`src/rtl/core_conversion_controller.sv`:
```
// core_conversion_controller
// Sequences the RGB-to-grayscale conversion: reads R,G,B of each pixel from
// the input region, hands the triple to the converter, and writes the gray
// result back into all three channels of the processed region.
module core_conversion_controller #(
    parameter int unsigned              ADDR_WIDTH               = 32,
    parameter int unsigned              IMEM_WIDTH               = 8,
    parameter logic [ADDR_WIDTH-1:0]    IMEM_BASE_ADDR           = '0,
    parameter int unsigned              IMEM_SIZE                = 122880,
    parameter logic [ADDR_WIDTH-1:0]    PROCESSED_IMEM_BASE_ADDR = IMEM_BASE_ADDR + ADDR_WIDTH'(IMEM_SIZE)
) (
    input  logic                  clk,
    input  logic                  rst_n,
    input  logic                  start,
    input  logic                  pause,
    input  logic                  resume,
    input  logic                  abort,
    input  logic [ADDR_WIDTH-1:0] pixel_count,
    output logic                  mem_rd_en,
    output logic [ADDR_WIDTH-1:0] mem_rd_addr,
    input  logic [IMEM_WIDTH-1:0] mem_rd_data,
    output logic                  mem_wr_en,
    output logic [ADDR_WIDTH-1:0] mem_wr_addr,
    output logic [IMEM_WIDTH-1:0] mem_wr_data,
    output logic                  cvt_in_valid,
    input  logic                  cvt_in_ready,
    output logic [IMEM_WIDTH-1:0] cvt_r,
    output logic [IMEM_WIDTH-1:0] cvt_g,
    output logic [IMEM_WIDTH-1:0] cvt_b,
    input  logic                  cvt_out_valid,
    input  logic [IMEM_WIDTH-1:0] cvt_out_data,
    output logic [2:0]            state,
    output logic                  busy,
    output logic                  done,
    output logic [ADDR_WIDTH-1:0] pixels_done,
    output logic                  cfg_error
);

    localparam logic [ADDR_WIDTH-1:0] MAX_PIXELS = ADDR_WIDTH'(IMEM_SIZE / 3);
    localparam logic [ADDR_WIDTH-1:0] ONE        = ADDR_WIDTH'(1);

    typedef enum logic [2:0] {
        ST_RESET = 3'd0,
        ST_WAIT  = 3'd1,
        ST_PROC  = 3'd2,
        ST_PAUSE = 3'd3,
        ST_ABORT = 3'd4,
        ST_DONE  = 3'd5
    } core_states_t;

    // Per-pixel sub-steps inside processing
    typedef enum logic [3:0] {
        SUB_RD_R, SUB_RD_G, SUB_RD_B, SUB_CAP, SUB_CVT,
        SUB_WAIT_RES, SUB_WR_R, SUB_WR_G, SUB_WR_B
    } sub_t;

    core_states_t          state_reg, state_next;
    sub_t                  sub_reg, sub_next;
    logic [ADDR_WIDTH-1:0] count_reg, count_next;
    logic [ADDR_WIDTH-1:0] pixels_done_reg, pixels_done_next;
    // Next address to be issued on each port (running counters, no multiply)
    logic [ADDR_WIDTH-1:0] rd_ptr_reg, rd_ptr_next;
    logic [ADDR_WIDTH-1:0] wr_ptr_reg, wr_ptr_next;
    logic                  rd_en_reg, rd_en_next;
    logic [ADDR_WIDTH-1:0] rd_addr_reg, rd_addr_next;
    logic                  wr_en_reg, wr_en_next;
    logic [ADDR_WIDTH-1:0] wr_addr_reg, wr_addr_next;
    logic [IMEM_WIDTH-1:0] wr_data_reg, wr_data_next;
    logic                  cvt_valid_reg, cvt_valid_next;
    logic [IMEM_WIDTH-1:0] r_reg, r_next, g_reg, g_next, b_reg, b_next;
    logic                  busy_reg, busy_next;
    logic                  done_reg, done_next;
    logic                  cfg_error_reg, cfg_error_next;

    // State and output registers, cleared asynchronously
    always_ff @(posedge clk or negedge rst_n) begin
        if (!rst_n) begin
            state_reg       <= ST_RESET;
            sub_reg         <= SUB_RD_R;
            count_reg       <= '0;
            pixels_done_reg <= '0;
            rd_ptr_reg      <= '0;
            wr_ptr_reg      <= '0;
            rd_en_reg       <= 1'b0;
            rd_addr_reg     <= '0;
            wr_en_reg       <= 1'b0;
            wr_addr_reg     <= '0;
            wr_data_reg     <= '0;
            cvt_valid_reg   <= 1'b0;
            r_reg           <= '0;
            g_reg           <= '0;
            b_reg           <= '0;
            busy_reg        <= 1'b0;
            done_reg        <= 1'b0;
            cfg_error_reg   <= 1'b0;
        end else begin
            state_reg       <= state_next;
            sub_reg         <= sub_next;
            count_reg       <= count_next;
            pixels_done_reg <= pixels_done_next;
            rd_ptr_reg      <= rd_ptr_next;
            wr_ptr_reg      <= wr_ptr_next;
            rd_en_reg       <= rd_en_next;
            rd_addr_reg     <= rd_addr_next;
            wr_en_reg       <= wr_en_next;
            wr_addr_reg     <= wr_addr_next;
            wr_data_reg     <= wr_data_next;
            cvt_valid_reg   <= cvt_valid_next;
            r_reg           <= r_next;
            g_reg           <= g_next;
            b_reg           <= b_next;
            busy_reg        <= busy_next;
            done_reg        <= done_next;
            cfg_error_reg   <= cfg_error_next;
        end
    end

    // Next-state and next-output logic; strobes default low, everything else holds
    always_comb begin
        state_next       = state_reg;
        sub_next         = sub_reg;
        count_next       = count_reg;
        pixels_done_next = pixels_done_reg;
        rd_ptr_next      = rd_ptr_reg;
        wr_ptr_next      = wr_ptr_reg;
        rd_en_next       = 1'b0;
        rd_addr_next     = rd_addr_reg;
        wr_en_next       = 1'b0;
        wr_addr_next     = wr_addr_reg;
        wr_data_next     = wr_data_reg;
        cvt_valid_next   = 1'b0;
        r_next           = r_reg;
        g_next           = g_reg;
        b_next           = b_reg;
        cfg_error_next   = 1'b0;

        case (state_reg)
            ST_RESET: state_next = ST_WAIT;

            ST_WAIT, ST_DONE: begin
                if (start) begin
                    if (pixel_count != '0 && pixel_count <= MAX_PIXELS) begin
                        state_next       = ST_PROC;
                        sub_next         = SUB_RD_R;
                        count_next       = pixel_count;
                        pixels_done_next = '0;
                        rd_en_next       = 1'b1;
                        rd_addr_next     = IMEM_BASE_ADDR;
                        rd_ptr_next      = IMEM_BASE_ADDR + ONE;
                        wr_ptr_next      = PROCESSED_IMEM_BASE_ADDR;
                    end else begin
                        cfg_error_next = 1'b1;
                    end
                end
            end

            ST_PROC: begin
                if (abort) begin
                    state_next = ST_ABORT;
                end else begin
                    case (sub_reg)
                        SUB_RD_R: begin
                            sub_next     = SUB_RD_G;
                            rd_en_next   = 1'b1;
                            rd_addr_next = rd_ptr_reg;
                            rd_ptr_next  = rd_ptr_reg + ONE;
                        end
                        SUB_RD_G: begin
                            // read data lags its strobe by one cycle: this is R
                            r_next       = mem_rd_data;
                            sub_next     = SUB_RD_B;
                            rd_en_next   = 1'b1;
                            rd_addr_next = rd_ptr_reg;
                            rd_ptr_next  = rd_ptr_reg + ONE;
                        end
                        SUB_RD_B: begin
                            g_next   = mem_rd_data;
                            sub_next = SUB_CAP;
                        end
                        SUB_CAP: begin
                            b_next         = mem_rd_data;
                            sub_next       = SUB_CVT;
                            cvt_valid_next = 1'b1;
                        end
                        SUB_CVT: begin
                            if (cvt_in_ready) begin
                                sub_next = SUB_WAIT_RES;
                            end else begin
                                cvt_valid_next = 1'b1;
                            end
                        end
                        SUB_WAIT_RES: begin
                            if (cvt_out_valid) begin
                                sub_next     = SUB_WR_R;
                                wr_data_next = cvt_out_data;
                                wr_en_next   = 1'b1;
                                wr_addr_next = wr_ptr_reg;
                                wr_ptr_next  = wr_ptr_reg + ONE;
                            end
                        end
                        SUB_WR_R, SUB_WR_G: begin
                            sub_next     = (sub_reg == SUB_WR_R) ? SUB_WR_G : SUB_WR_B;
                            wr_en_next   = 1'b1;
                            wr_addr_next = wr_ptr_reg;
                            wr_ptr_next  = wr_ptr_reg + ONE;
                        end
                        SUB_WR_B: begin
                            pixels_done_next = pixels_done_reg + ONE;
                            if (pixels_done_reg + ONE == count_reg) begin
                                state_next = ST_DONE;
                            end else if (pause) begin
                                state_next = ST_PAUSE;
                                sub_next   = SUB_RD_R;
                            end else begin
                                sub_next     = SUB_RD_R;
                                rd_en_next   = 1'b1;
                                rd_addr_next = rd_ptr_reg;
                                rd_ptr_next  = rd_ptr_reg + ONE;
                            end
                        end
                        default: sub_next = SUB_RD_R;
                    endcase
                end
            end

            ST_PAUSE: begin
                if (abort) begin
                    state_next = ST_ABORT;
                end else if (resume) begin
                    state_next   = ST_PROC;
                    sub_next     = SUB_RD_R;
                    rd_en_next   = 1'b1;
                    rd_addr_next = rd_ptr_reg;
                    rd_ptr_next  = rd_ptr_reg + ONE;
                end
            end

            ST_ABORT: state_next = ST_WAIT;

            default: state_next = ST_WAIT;
        endcase

        busy_next = (state_next == ST_PROC) || (state_next == ST_PAUSE);
        done_next = (state_next == ST_DONE);
    end

    assign state        = state_reg;
    assign busy         = busy_reg;
    assign done         = done_reg;
    assign pixels_done  = pixels_done_reg;
    assign cfg_error    = cfg_error_reg;
    assign mem_rd_en    = rd_en_reg;
    assign mem_rd_addr  = rd_addr_reg;
    assign mem_wr_en    = wr_en_reg;
    assign mem_wr_addr  = wr_addr_reg;
    assign mem_wr_data  = wr_data_reg;
    assign cvt_in_valid = cvt_valid_reg;
    assign cvt_r        = r_reg;
    assign cvt_g        = g_reg;
    assign cvt_b        = b_reg;

endmodule

```
`config.mk`:
```
export PLATFORM = sky130hd
export DESIGN_NAME = core_conversion_controller
export DESIGN_NICKNAME = d
export VERILOG_FILES = /design/src/rtl/core_conversion_controller.sv
export SDC_FILE = /design/constraint.sdc
export NUM_CORES = 1
export LEC_CHECK = 0
export BUFFER_PORTS_ARGS = -buffer_cell sky130_fd_sc_hd__buf_2
export CAP_MARGIN = 20
export CORE_MARGIN = 2
export CORE_UTILIZATION = 40
export DETAILED_ROUTE_END_ITERATION = 6
export SLEW_MARGIN = 20
export SYNTH_ARGS = -nofsm -noshare
export SYNTH_HDL_FRONTEND = slang
export SYNTH_SLANG_ARGS = --single-unit
```
`constraint.sdc`:
```
create_clock -name clk -period 3.6 [get_ports clk]
set_input_delay 0.72 -clock clk [delete_from_list [all_inputs] [get_ports clk]]
set_output_delay 0.72 -clock clk [all_outputs]
set_load 0.02 [all_outputs]
```
==> flow_summary_export.csv, run 1 <==
group,metric,value,unit
setup_path,critPathArrivalTime,3.88,ns
detailed_routing,route.detailed.vias_per_inst,5.41,
timing,hold_violations,0,
cts,cts_tree,"yes",
setup_path,reg2reg_setup_slack,0.14,ns
detailed_routing,routed_wire_length,32600,µm
synthesis,number_of_synthesized_register_bits,237,
final_layout,layout_overhead_on_the_synthesized_area,22.2,%
detailed_routing,avgRoutedWirePerCell,17.5,µm
status,status,"finished clean",
setup_path,start_point_of_the_critical_path,"pixels_done[1]$_DFFE_PN0P_",
setup_path,timing.rr.start,"pixels_done[1]$_DFFE_PN0P_",
global_routing,largest_net_degree_at_the_start_of_global_routing,98,
cts,clk-insertion-delay-late,0.54,ns
timing,finalCriticalPeriod,3.46,ns
final_layout,post-route-cell-area,14800,µm²
floorplan,die_x,178,µm
final_layout,instances_no_fill,1869,
power,share_of_power_burned_in_the_clock_network,0.486,
final_layout,num-nets-final,1520,
setup_path,worst-path-max-fanout,5,
detailed_routing,first_pass_iters,5,
final_layout,top_library_cells_by_usage_in_the_layout_fill_and_taps_aside,"237 x sky130_fd_sc_hd__dfrtp_1, 191 x sky130_fd_sc_hd__buf_2, 167 x sky130_fd_sc_hd__nand2_1",
setup_path,endpoint,"mem_rd_addr[1]$_DFFE_PN0P_",
timing,fin_skew,0.0170,ns
final_layout,drive_gt1_frac,0.285,
final_layout,final.fill_count,2794,
power,report.power.total,5.87,mW
floorplan,die_height,178,µm
synthesis,yosys_most_used_dff,"sky130_fd_sc_hd__dfrtp_1",
floorplan,boundary_pin_count,193,
timing,setup_viol_count_final,0,
floorplan,initial_core_util,0.408,
setup_path,crit_path_start_kind,"flop",
global_routing,grt_overflow,0,
cts,ctsRootBufferMaster,"sky130_fd_sc_hd__clkbuf_16",
timing,worst_pin_slew,0.730,ns
placement,area_after_detailed_placement,13800,µm²
setup_path,worst_r2r_endpoint,"mem_rd_addr[1]$_DFFE_PN0P_",
floorplan,area_of_the_die,31700,µm²
timing,fin_tns_setup,0,ns
setup_path,worstSetupPathType,"flop to flop",
global_routing,antenna_violations_before_repair,4,
synthesis,mappedNetlistNets,1302,
worst_hold_path,holdCritPathClass,"input pin to asynchronous set/reset pin",
synthesis,post_synth_instance_area,12100,µm²
detailed_routing,drt.antenna.violating_nets,0,
cts,cts_buffer_count,28,
synthesis,synthesis.instances,1243,
detailed_routing,total_number_of_vias,10106,
cts,hold_bufs_inserted_after_cts,0,
floorplan,placementRows,63,
synthesis,async_flop_share,1.00,
synthesis,synth_edf_count,0,
run,max-cap-violations,0,
timing,period_share,0.962,
detailed_routing,initialDrtViolationCount,690,
power,switching_pwr,1.31,mW
setup_path,required,4.01,ns
placement,buffer_ports.inserted,192,
timing,slew-limit-headroom,0.509,
setup_path,worstSetupEndpointType,"flop",
floorplan,floorplan.core_area,29700,µm²
synthesis,seq_area_frac_synth,0.489,
synthesis,avgSynthCellArea,9.75,µm²
global_routing,track_usage,0.205,
final_layout,layout_commonest_cell,"sky130_fd_sc_hd__dfrtp_1",
synthesis,post_synth_num_cell_types,67,
setup_path,worst-r2r-cell-count,11,
power,leak_pwr,7.24,nW
cts,numClockSinks,237,
synthesis,yosys_warnings,0,
cts,ctsLongestPathBuffers,3,
placement,post-place-cells,1814,
timing,timing_max_transition_violations_final,0,
detailed_routing,drc,0,
power,power.ir.vdd_worst,0.370,mV
power,proportion_of_power_drawn_by_combinational_gates,0.045,
timing,max_freq,289,MHz
power,powerDensity,397,nW/µm²
global_routing,wire_length_of_the_first_global_routing_pass,52300,µm
cts,cts_htree_levels,1,
power,p_seq_frac,0.469,
placement,place_congestion,0.857,
placement,hpwlAfterDp,22500,µm
global_routing,number_of_global_route_vias_before_repair,9641,
power,p_int,4.57,mW
cts,worst_setup_hold_path_clk_slew,0.06,ns
power,power.share.switching,0.222,
## through the flow
stage	util	hold slack, ns	setup slack, ns
finish	0.498	0.126	0.136
global route	0.498	0.145	-0.0124
CTS	0.495	0.121	0.0270
detailed placement	0.464	0.476	-0.000914
global placement	0.464	0.472	0.0501
floorplan	-	0.424	0.0387
## per-layer routing
layer	vias to the layer above	part of all wire	routed length, µm	track usage
li1	4814	-	-	-
met1	4915	0.45	14800	0.296
met4	2	0.026	837	0.0642
met5	-	0.00040	13	0
met3	55	0.065	2120	0.0388
met2	320	0.45	14800	0.310
## Yosys cell counts, types with 3 or more instances
| library cell | count | area, µm² |
|---|---|---|
| sky130_fd_sc_hd__and4_1 | 9 | 78.8 |
| sky130_fd_sc_hd__nand2b_1 | 8 | 50.1 |
| sky130_fd_sc_hd__or3_1 | 18 | 113 |
| sky130_fd_sc_hd__clkbuf_1 | 53 | 199 |
| sky130_fd_sc_hd__nand3_1 | 35 | 175 |
| sky130_fd_sc_hd__a211oi_1 | 4 | 30.0 |
| sky130_fd_sc_hd__o211ai_1 | 3 | 22.5 |
| sky130_fd_sc_hd__xnor2_1 | 38 | 333 |
| sky130_fd_sc_hd__a31oi_1 | 10 | 62.6 |
| sky130_fd_sc_hd__nor4b_1 | 3 | 26.3 |
| sky130_fd_sc_hd__a21oi_1 | 29 | 145 |
| sky130_fd_sc_hd__dfrtp_1 | 237 | 5930 |
| sky130_fd_sc_hd__o21a_1 | 8 | 60.1 |
| sky130_fd_sc_hd__o41ai_1 | 10 | 87.6 |
| sky130_fd_sc_hd__buf_2 | 17 | 85.1 |
| sky130_fd_sc_hd__mux2_2 | 66 | 743 |
| sky130_fd_sc_hd__nor2_1 | 114 | 428 |
| sky130_fd_sc_hd__nand2_1 | 167 | 627 |
| sky130_fd_sc_hd__and2_1 | 8 | 50.1 |
| sky130_fd_sc_hd__nor3_1 | 26 | 130 |
| sky130_fd_sc_hd__o41ai_2 | 8 | 130 |
| sky130_fd_sc_hd__or4_1 | 4 | 30.0 |
| sky130_fd_sc_hd__o31ai_1 | 31 | 233 |
| sky130_fd_sc_hd__and3_1 | 18 | 113 |
| sky130_fd_sc_hd__o221ai_1 | 11 | 96.3 |
| sky130_fd_sc_hd__inv_1 | 41 | 154 |
| sky130_fd_sc_hd__mux2i_1 | 34 | 340 |
| sky130_fd_sc_hd__ha_1 | 3 | 37.5 |
| sky130_fd_sc_hd__or2_2 | 4 | 25.0 |
| sky130_fd_sc_hd__nand3b_1 | 7 | 52.6 |
| sky130_fd_sc_hd__nor2b_1 | 18 | 113 |
| sky130_fd_sc_hd__o21ai_1 | 5 | 25.0 |
| sky130_fd_sc_hd__nand4_1 | 25 | 156 |
| sky130_fd_sc_hd__buf_1 | 4 | 15.0 |
| sky130_fd_sc_hd__o21ai_0 | 87 | 435 |
| sky130_fd_sc_hd__nor4_1 | 12 | 75.1 |
| sky130_fd_sc_hd__buf_12 | 3 | 60.1 |
| sky130_fd_sc_hd__xor2_1 | 26 | 228 |
## final cells by class
cell class | count | area, µm² | area share
sequential | 237 | 5930 | 0.400
clock buffer | 38 | 810 | 0.0547
clock inverter | 7 | 110 | 0.00743
timing repair buffer | 269 | 1610 | 0.109
multi-input combinational | 884 | 5700 | 0.385
inverter | 41 | 154 | 0.0104
antenna | 3 | 7.51 | 0.000507
tap | 390 | 488 | 0.0329
## power by group through the flow
stage	registers [mW]	clock network, mW	logic (mW)
2_1_floorplan	2.81	0	0.0978
3_3_place_gp	2.80	0	0.265
3_5_place_dp	2.80	0	0.268
4_1_cts	2.75	2.94	0.270
5_1_grt	2.76	3.06	0.296
6_report	2.75	2.85	0.265
## kinds of logic (layout without fill, tap and decap cells)
logic type | after synthesis | in the layout | synth area share
AOI/OAI and AO/OA | 218 | 218 | 0.119
DFF | 237 | 237 | 0.489
muxes | 102 | 102 | 0.0913
buffers and inverters | 123 | 355 | 0.0462
xor gates and xnor gates | 64 | 64 | 0.0462
other | 0 | 3 | 0
and+or+nand+nor | 496 | 497 | 0.205
adders and majority gates | 3 | 3 | 0.00310
## worst min-delay path by stage
stage	end	slack, ns	depth (start not counted)
after global routing	sub_reg[2]$_DFFE_PN0P_	0.15	1
after detailed placement	count_reg[4]$_DFFE_PN0P_	0.48	2
after floorplan	busy$_DFF_PN0_	0.42	0
after CTS	cvt_g[6]$_DFFE_PN0P_	0.12	1
after global placement	count_reg[15]$_DFFE_PN0P_	0.47	2
final	cvt_g[6]$_DFFE_PN0P_	0.13	1
## what timing repair did
action                                  CTS  global route
gates resized for setup                   1            10
buffers inserted                          0             6
hold endpoints to repair                  0             0
pin swaps                                 0             6
endpoints found under the setup margin   24            66
gates cloned                              0             1
## critical path: stages (launching register included)
cell and delay, ns:
sky130_fd_sc_hd__dfrtp_1 0.39, sky130_fd_sc_hd__ha_1 0.20, sky130_fd_sc_hd__and4_4 0.24, sky130_fd_sc_hd__and4_4 0.26, sky130_fd_sc_hd__a21oi_1 0.10, sky130_fd_sc_hd__nor4b_1 0.32, sky130_fd_sc_hd__o2111ai_1 0.19, sky130_fd_sc_hd__or4b_4 0.59
sky130_fd_sc_hd__nor4bb_4 0.37, sky130_fd_sc_hd__buf_4 0.18, sky130_fd_sc_hd__or2_2 0.15, sky130_fd_sc_hd__mux2_1 0.33
Note: power is estimated with default switching activity, not from simulation.
==> run 2: changes to the inputs <==
CORE_ASPECT_RATIO = 1.75   (was default)
==> flow_summary_export.csv, run 2 (synthesis results as in run 1) <==
group,metric,value,unit
status,status,"finished clean",
detailed_routing,initialDrtViolationCount,629,
timing,slew-limit-headroom,0.438,
cts,worst_setup_hold_path_clk_slew,0.06,ns
floorplan,placementRows,84,
setup_path,worstSetupEndpointType,"flop",
detailed_routing,drc,0,
run,max-cap-violations,0,
global_routing,wire_length_of_the_first_global_routing_pass,53500,µm
detailed_routing,route.detailed.vias_per_inst,5.43,
cts,cts_buffer_count,24,
setup_path,critical_path.cell_chain,"buf_4 -> nand3_4 -> buf_6 -> nor3_4 -> a31oi_1 -> nor4b_2 -> o2111ai_1 -> or4b_4 -> nor4bb_4 -> or2_4 -> buf_12 -> mux2i_1",
timing,fin_skew,0.0113,ns
placement,hpwlAfterDp,24100,µm
setup_path,required,4.05,ns
cts,numClockSinks,237,
setup_path,critical-path-slowest-cell,"sky130_fd_sc_hd__or4b_4",
final_layout,final_core_util,0.498,
power,powerDensity,370,nW/µm²
floorplan,initial_core_util,0.405,
final_layout,layout_commonest_cell,"sky130_fd_sc_hd__dfrtp_1",
floorplan,die_height,234,µm
timing,hold_violations,0,
placement,pre_cts_slack,-0.0907,ns
timing,worst_pin_slew,0.839,ns
global_routing,antenna_violations_before_repair,1,
timing,setup_viol_count_final,0,
detailed_routing,routed_wire_length,34000,µm
timing,period_share,0.980,
worst_hold_path,holdCritPathClass,"input pin to asynchronous set/reset pin",
detailed_routing,total_number_of_vias,10155,
setup_path,worst-path-max-fanout,10,
floorplan,floorplan.core_area,30000,µm²
cts,clk-insertion-delay-late,0.53,ns
power,report.power.total,5.51,mW
cts,cts_tree,"yes",
timing,finalCriticalPeriod,3.53,ns
placement,place_congestion,0.855,
global_routing,grt_overflow,0,
setup_path,worstSetupPathType,"flop to flop",
cts,ctsRootBufferMaster,"sky130_fd_sc_hd__clkbuf_16",
final_layout,drive_gt1_frac,0.296,
timing,timing_max_transition_violations_final,0,
cts,cts_htree_levels,1,
setup_path,critPathArrivalTime,3.97,ns
timing,hold_ws,0.177,ns
global_routing,largest_net_degree_at_the_start_of_global_routing,84,
power,power.ir.vdd_worst,0.351,mV
placement,buffer_ports.inserted,192,
timing,worst_slack,0.0733,ns
floorplan,area_of_the_die,31800,µm²
final_layout,num-nets-final,1528,
timing,fin_tns_setup,0,ns
detailed_routing,drt.antenna.violating_nets,0,
detailed_routing,first_pass_iters,5,
global_routing,track_usage,0.211,
timing,max_freq,284,MHz
power,leak_pwr,7.28,nW
global_routing,number_of_global_route_vias_before_repair,9991,
final_layout,layout_overhead_on_the_synthesized_area,23.0,%
setup_path,crit_path_start_kind,"flop",
final_layout,final.fill_count,2854,
detailed_routing,avgRoutedWirePerCell,18.2,µm
floorplan,boundary_pin_count,193,
final_layout,top_library_cells_by_usage_in_the_layout_fill_and_taps_aside,"234 x sky130_fd_sc_hd__dfrtp_1, 191 x sky130_fd_sc_hd__buf_2, 164 x sky130_fd_sc_hd__nand2_1",
cts,ctsLongestPathBuffers,3,
floorplan,die_x,136,µm
setup_path,critical_path.max_stage_delay,0.54,ns
-- run 2: area by class of cell --
class | count | area [µm²] | area share
Timing Repair Buffer | 281 | 1770 | 0.119
Clock inverter | 9 | 111 | 0.00747
Sequential cell | 237 | 5930 | 0.398
Inverter | 41 | 154 | 0.0103
Multi-Input combinational cell | 884 | 5800 | 0.389
Antenna cell | 1 | 2.50 | 0.000168
Clock buffer | 31 | 647 | 0.0434
Tap cell | 387 | 484 | 0.0325
-- run 2: worst paths after layout --
path / endpoint / cells past startpoint / slack, ns / from
worst min register to register: count_reg[4]$_DFFE_PN0P_ / 2 / 0.49 / count_reg[4]$_DFFE_PN0P_
max in group asynchronous: mem_wr_addr[31]$_DFFE_PN0P_ / 3 / 2.44 / rst_n
min in group clk: count_reg[6]$_DFFE_PN0P_ / 3 / 0.40 / pixel_count[6]
worst max register to register: mem_rd_addr[22]$_DFFE_PN0P_ / 12 / 0.07 / pixels_done[0]$_DFFE_PN0P_
worst min-delay path: cvt_r[6]$_DFFE_PN0P_ / 1 / 0.18 / rst_n
worst max-delay path: mem_rd_addr[22]$_DFFE_PN0P_ / 12 / 0.07 / pixels_done[0]$_DFFE_PN0P_
-- run 2: timing repair --
item,4_1_cts,5_1_grt
setup buffers,0,15
pin swaps,1,20
gates cloned,1,2
resized for setup,4,32
hold buffers,0,0
setup endpoints to repair,62,68
-- run 2: power by group --
| part | internal, mW | total (mW) | switching, mW |
|---|---|---|---|
| Sequential | 2.70 | 2.76 | 0.0549 |
| Combinational | 0.109 | 0.272 | 0.162 |
| Clock | 1.41 | 2.48 | 1.07 |
-- run 2: critical path: cells and delay by family, from the launching register on --
| kind | cells | cell delay (ns) |
|---|---|---|
| AO/OA/AOI/OAI | 2 | 0.38 |
| AND/OR/NAND/NOR | 6 | 1.97 |
| flip-flops | 1 | 0.41 |
| buffers and inverters | 3 | 0.48 |
| multiplexers | 1 | 0.20 |
-- run 2: stage by stage --
stage / area, µm² / instances
6_report: 14900 / 1871
5_1_grt: 14900 / 1871
4_1_cts: 14600 / 1854
3_5_place_dp: 13800 / 1813
3_3_place_gp: 13800 / 1813
2_1_floorplan: 12100 / 1243
-- run 2: routing by layer --
layer  part of all wire  track usage  wire (µm)
met5                  0            0          0
met4              0.035       0.0801       1190
met3              0.046       0.0307       1570
met2               0.53        0.389      18200
met1               0.38        0.245      13100
==> run 3: changes to the inputs <==
--- a/config.mk
+++ b/config.mk
@@ -12,4 +12,5 @@
 export CORE_UTILIZATION = 40
 export DETAILED_ROUTE_END_ITERATION = 6
+export SKIP_LAST_GASP = 1
 export SLEW_MARGIN = 20
 export SYNTH_ARGS = -nofsm -noshare
==> constraint.sdc (replaced) <==
create_clock -name clk -period 3.6 [get_ports clk]
set_input_delay 1.08 -clock clk [delete_from_list [all_inputs] [get_ports clk]]
set_output_delay 1.08 -clock clk [all_outputs]
set_load 0.02 [all_outputs]
==> flow_summary_export.csv, run 3 (synthesis results as in run 1) <==
group,metric,value,unit
placement,area_after_detailed_placement,13900,µm²
timing,fin_skew,0.0207,ns
detailed_routing,total_number_of_vias,10170,
placement,hpwlAfterDp,24900,µm
floorplan,floorplan.core_area,30000,µm²
placement,buffer_ports.inserted,192,
cts,clk-insertion-delay-late,0.54,ns
detailed_routing,initialDrtViolationCount,581,
setup_path,reg2reg_setup_slack,0.13,ns
global_routing,globalRouteMet1Util,0.245,
cts,ctsRootBufferMaster,"sky130_fd_sc_hd__clkbuf_16",
cts,ctsLongestPathBuffers,3,
global_routing,largest_net_degree_at_the_start_of_global_routing,68,
final_layout,num-nets-final,1538,
timing,slew-limit-headroom,0.530,
status,status,"finished clean",
final_layout,top_library_cells_by_usage_in_the_layout_fill_and_taps_aside,"234 x sky130_fd_sc_hd__dfrtp_1, 191 x sky130_fd_sc_hd__buf_2, 167 x sky130_fd_sc_hd__nand2_1",
global_routing,groute.layer.met3.usage,0.0281,
final_layout,instances_no_fill,1885,
final_layout,layout_commonest_cell,"sky130_fd_sc_hd__dfrtp_1",
timing,hold_violations,0,
setup_path,crit_path_start_kind,"flop",
timing,finalCriticalPeriod,3.47,ns
detailed_routing,drt.antenna.violating_nets,0,
power,power.ir.vdd_worst,0.333,mV
setup_path,critPathArrivalTime,3.91,ns
global_routing,grt_util_met2,0.401,
detailed_routing,routed_wire_length,34200,µm
timing,max_freq,289,MHz
floorplan,area_of_the_die,31800,µm²
cts,hold_bufs_inserted_after_cts,0,
setup_path,worst_r2r_endpoint,"mem_rd_addr[21]$_DFFE_PN0P_",
power,powerDensity,372,nW/µm²
setup_path,worst-r2r-cell-count,13,
floorplan,die_height,234,µm
cts,cts_buffer_count,24,
cts,worst_setup_hold_path_clk_slew,0.06,ns
setup_path,required,4.04,ns
global_routing,global_route_layer_with_the_greatest_usage,"met2",
power,report.power.total,5.53,mW
timing,timing_max_transition_violations_final,0,
cts,cts_htree_levels,1,
detailed_routing,avgRoutedWirePerCell,18.1,µm
setup_path,worstSetupPathType,"flop to flop",
worst_hold_path,holdCritPathClass,"input pin to asynchronous set/reset pin",
timing,setup_viol_count_final,0,
floorplan,initial_core_util,0.405,
final_layout,final_core_util,0.495,
final_layout,drive_gt1_frac,0.300,
cts,numClockSinks,237,
placement,place_congestion,0.901,
global_routing,number_of_global_route_vias_before_repair,10231,
setup_path,worstSetupEndpointType,"flop",
detailed_routing,route.detailed.vias_per_inst,5.40,
floorplan,boundary_pin_count,193,
global_routing,track_usage,0.216,
global_routing,wire_length_of_the_first_global_routing_pass,54300,µm
final_layout,layout_overhead_on_the_synthesized_area,22.4,%
detailed_routing,drc,0,
timing,worst_pin_slew,0.706,ns
global_routing,antenna_violations_before_repair,0,
placement,post-place-cells,1833,
setup_path,worst-path-max-fanout,16,
cts,cts_tree,"yes",
run,max-cap-violations,0,
floorplan,placementRows,84,
power,leak_pwr,7.28,nW
detailed_routing,first_pass_iters,5,
floorplan,die_x,136,µm
global_routing,grt_overflow,0,
timing,period_share,0.963,
setup_path,timing.rr.start,"pixels_done[0]$_DFFE_PN0P_",
final_layout,post-route-cell-area,14800,µm²
==> run 3: what timing repair did <==
| item | in CTS | in global routing |
|---|---|---|
| buffers inserted | 0 | 6 |
| endpoints found under the hold margin | 0 | 0 |
| resized for setup | 3 | 14 |
| pin swaps | 0 | 4 |
| endpoints found under the setup margin | 66 | 71 |
| gates cloned | 0 | 1 |
==> run 3: report_power, final <==
group	internal, mW	switching [mW]	leakage [nW]	total (mW)
registers	2.70	0.0544	3.03	2.76
logic	0.107	0.161	3.85	0.269
clock network	1.42	1.08	0.401	2.50
==> run 3: layout make-up <==
type	count	area, µm²
Timing Repair Buffer	291	1770
Antenna cell	1	2.50
Inverter	41	154
Clock inverter	12	96.3
Sequential cell	237	5930
Multi-Input combinational cell	884	5700
Tap cell	387	484
Fill cell	2900	15100
Clock buffer	32	691
==> run 3: per-layer routing <==
layer  vias to the layer above  wire, µm
met5                         -         0
met2                       282     18500
met3                        83      1420
met4                         0      1360
met1                      4970     12900
li1                       4835         -
==> run 3: worst max-delay path by stage <==
| stage | from | to | slack [ns] | depth (start not counted) |
|---|---|---|---|---|
| finish | pixels_done[0]$_DFFE_PN0P_ | mem_rd_addr[21]$_DFFE_PN0P_ | 0.13 | 13 |
| global route | pixels_done[1]$_DFFE_PN0P_ | mem_rd_addr[31]$_DFFE_PN0P_ | -0.01 | 13 |
| detailed placement | pixel_count[8] | wr_ptr_reg[31]$_DFFE_PN0P_ | -0.17 | 11 |
| CTS | pixels_done[0]$_DFFE_PN0P_ | mem_rd_addr[31]$_DFFE_PN0P_ | 0.009 | 11 |
| floorplan | pixels_done[12]$_DFFE_PN0P_ | mem_rd_addr[1]$_DFFE_PN0P_ | 0.04 | 12 |
| global placement | pixels_done[24]$_DFFE_PN0P_ | mem_rd_addr[2]$_DFFE_PN0P_ | -0.18 | 10 |
==> run 3: metrics by stage <==
stage | worst slack [ns] | TNS [ns] | hold WS, ns
final | 0.135 | 0 | 0.442
after global routing | -0.00976 | -0.0132 | 0.470
after CTS | 0.00941 | 0 | 0.459
after detailed placement | -0.173 | -7.10 | 0.478
after global placement | -0.182 | -9.00 | 0.471
after floorplan | 0.0387 | 0 | 0.458
==> run 3: critical path, cell delays in order (launching register included) <==
cell	delay [ns]
sky130_fd_sc_hd__dfrtp_1	0.41
sky130_fd_sc_hd__buf_4	0.14
sky130_fd_sc_hd__nand3_2	0.18
sky130_fd_sc_hd__buf_4	0.22
sky130_fd_sc_hd__nor2_1	0.19
sky130_fd_sc_hd__xnor2_1	0.16
sky130_fd_sc_hd__mux2i_1	0.30
sky130_fd_sc_hd__o211ai_1	0.19
sky130_fd_sc_hd__or4b_4	0.55
sky130_fd_sc_hd__nor4bb_2	0.27
sky130_fd_sc_hd__buf_4	0.17
sky130_fd_sc_hd__or2_4	0.18
sky130_fd_sc_hd__buf_12	0.18
sky130_fd_sc_hd__mux2i_1	0.23
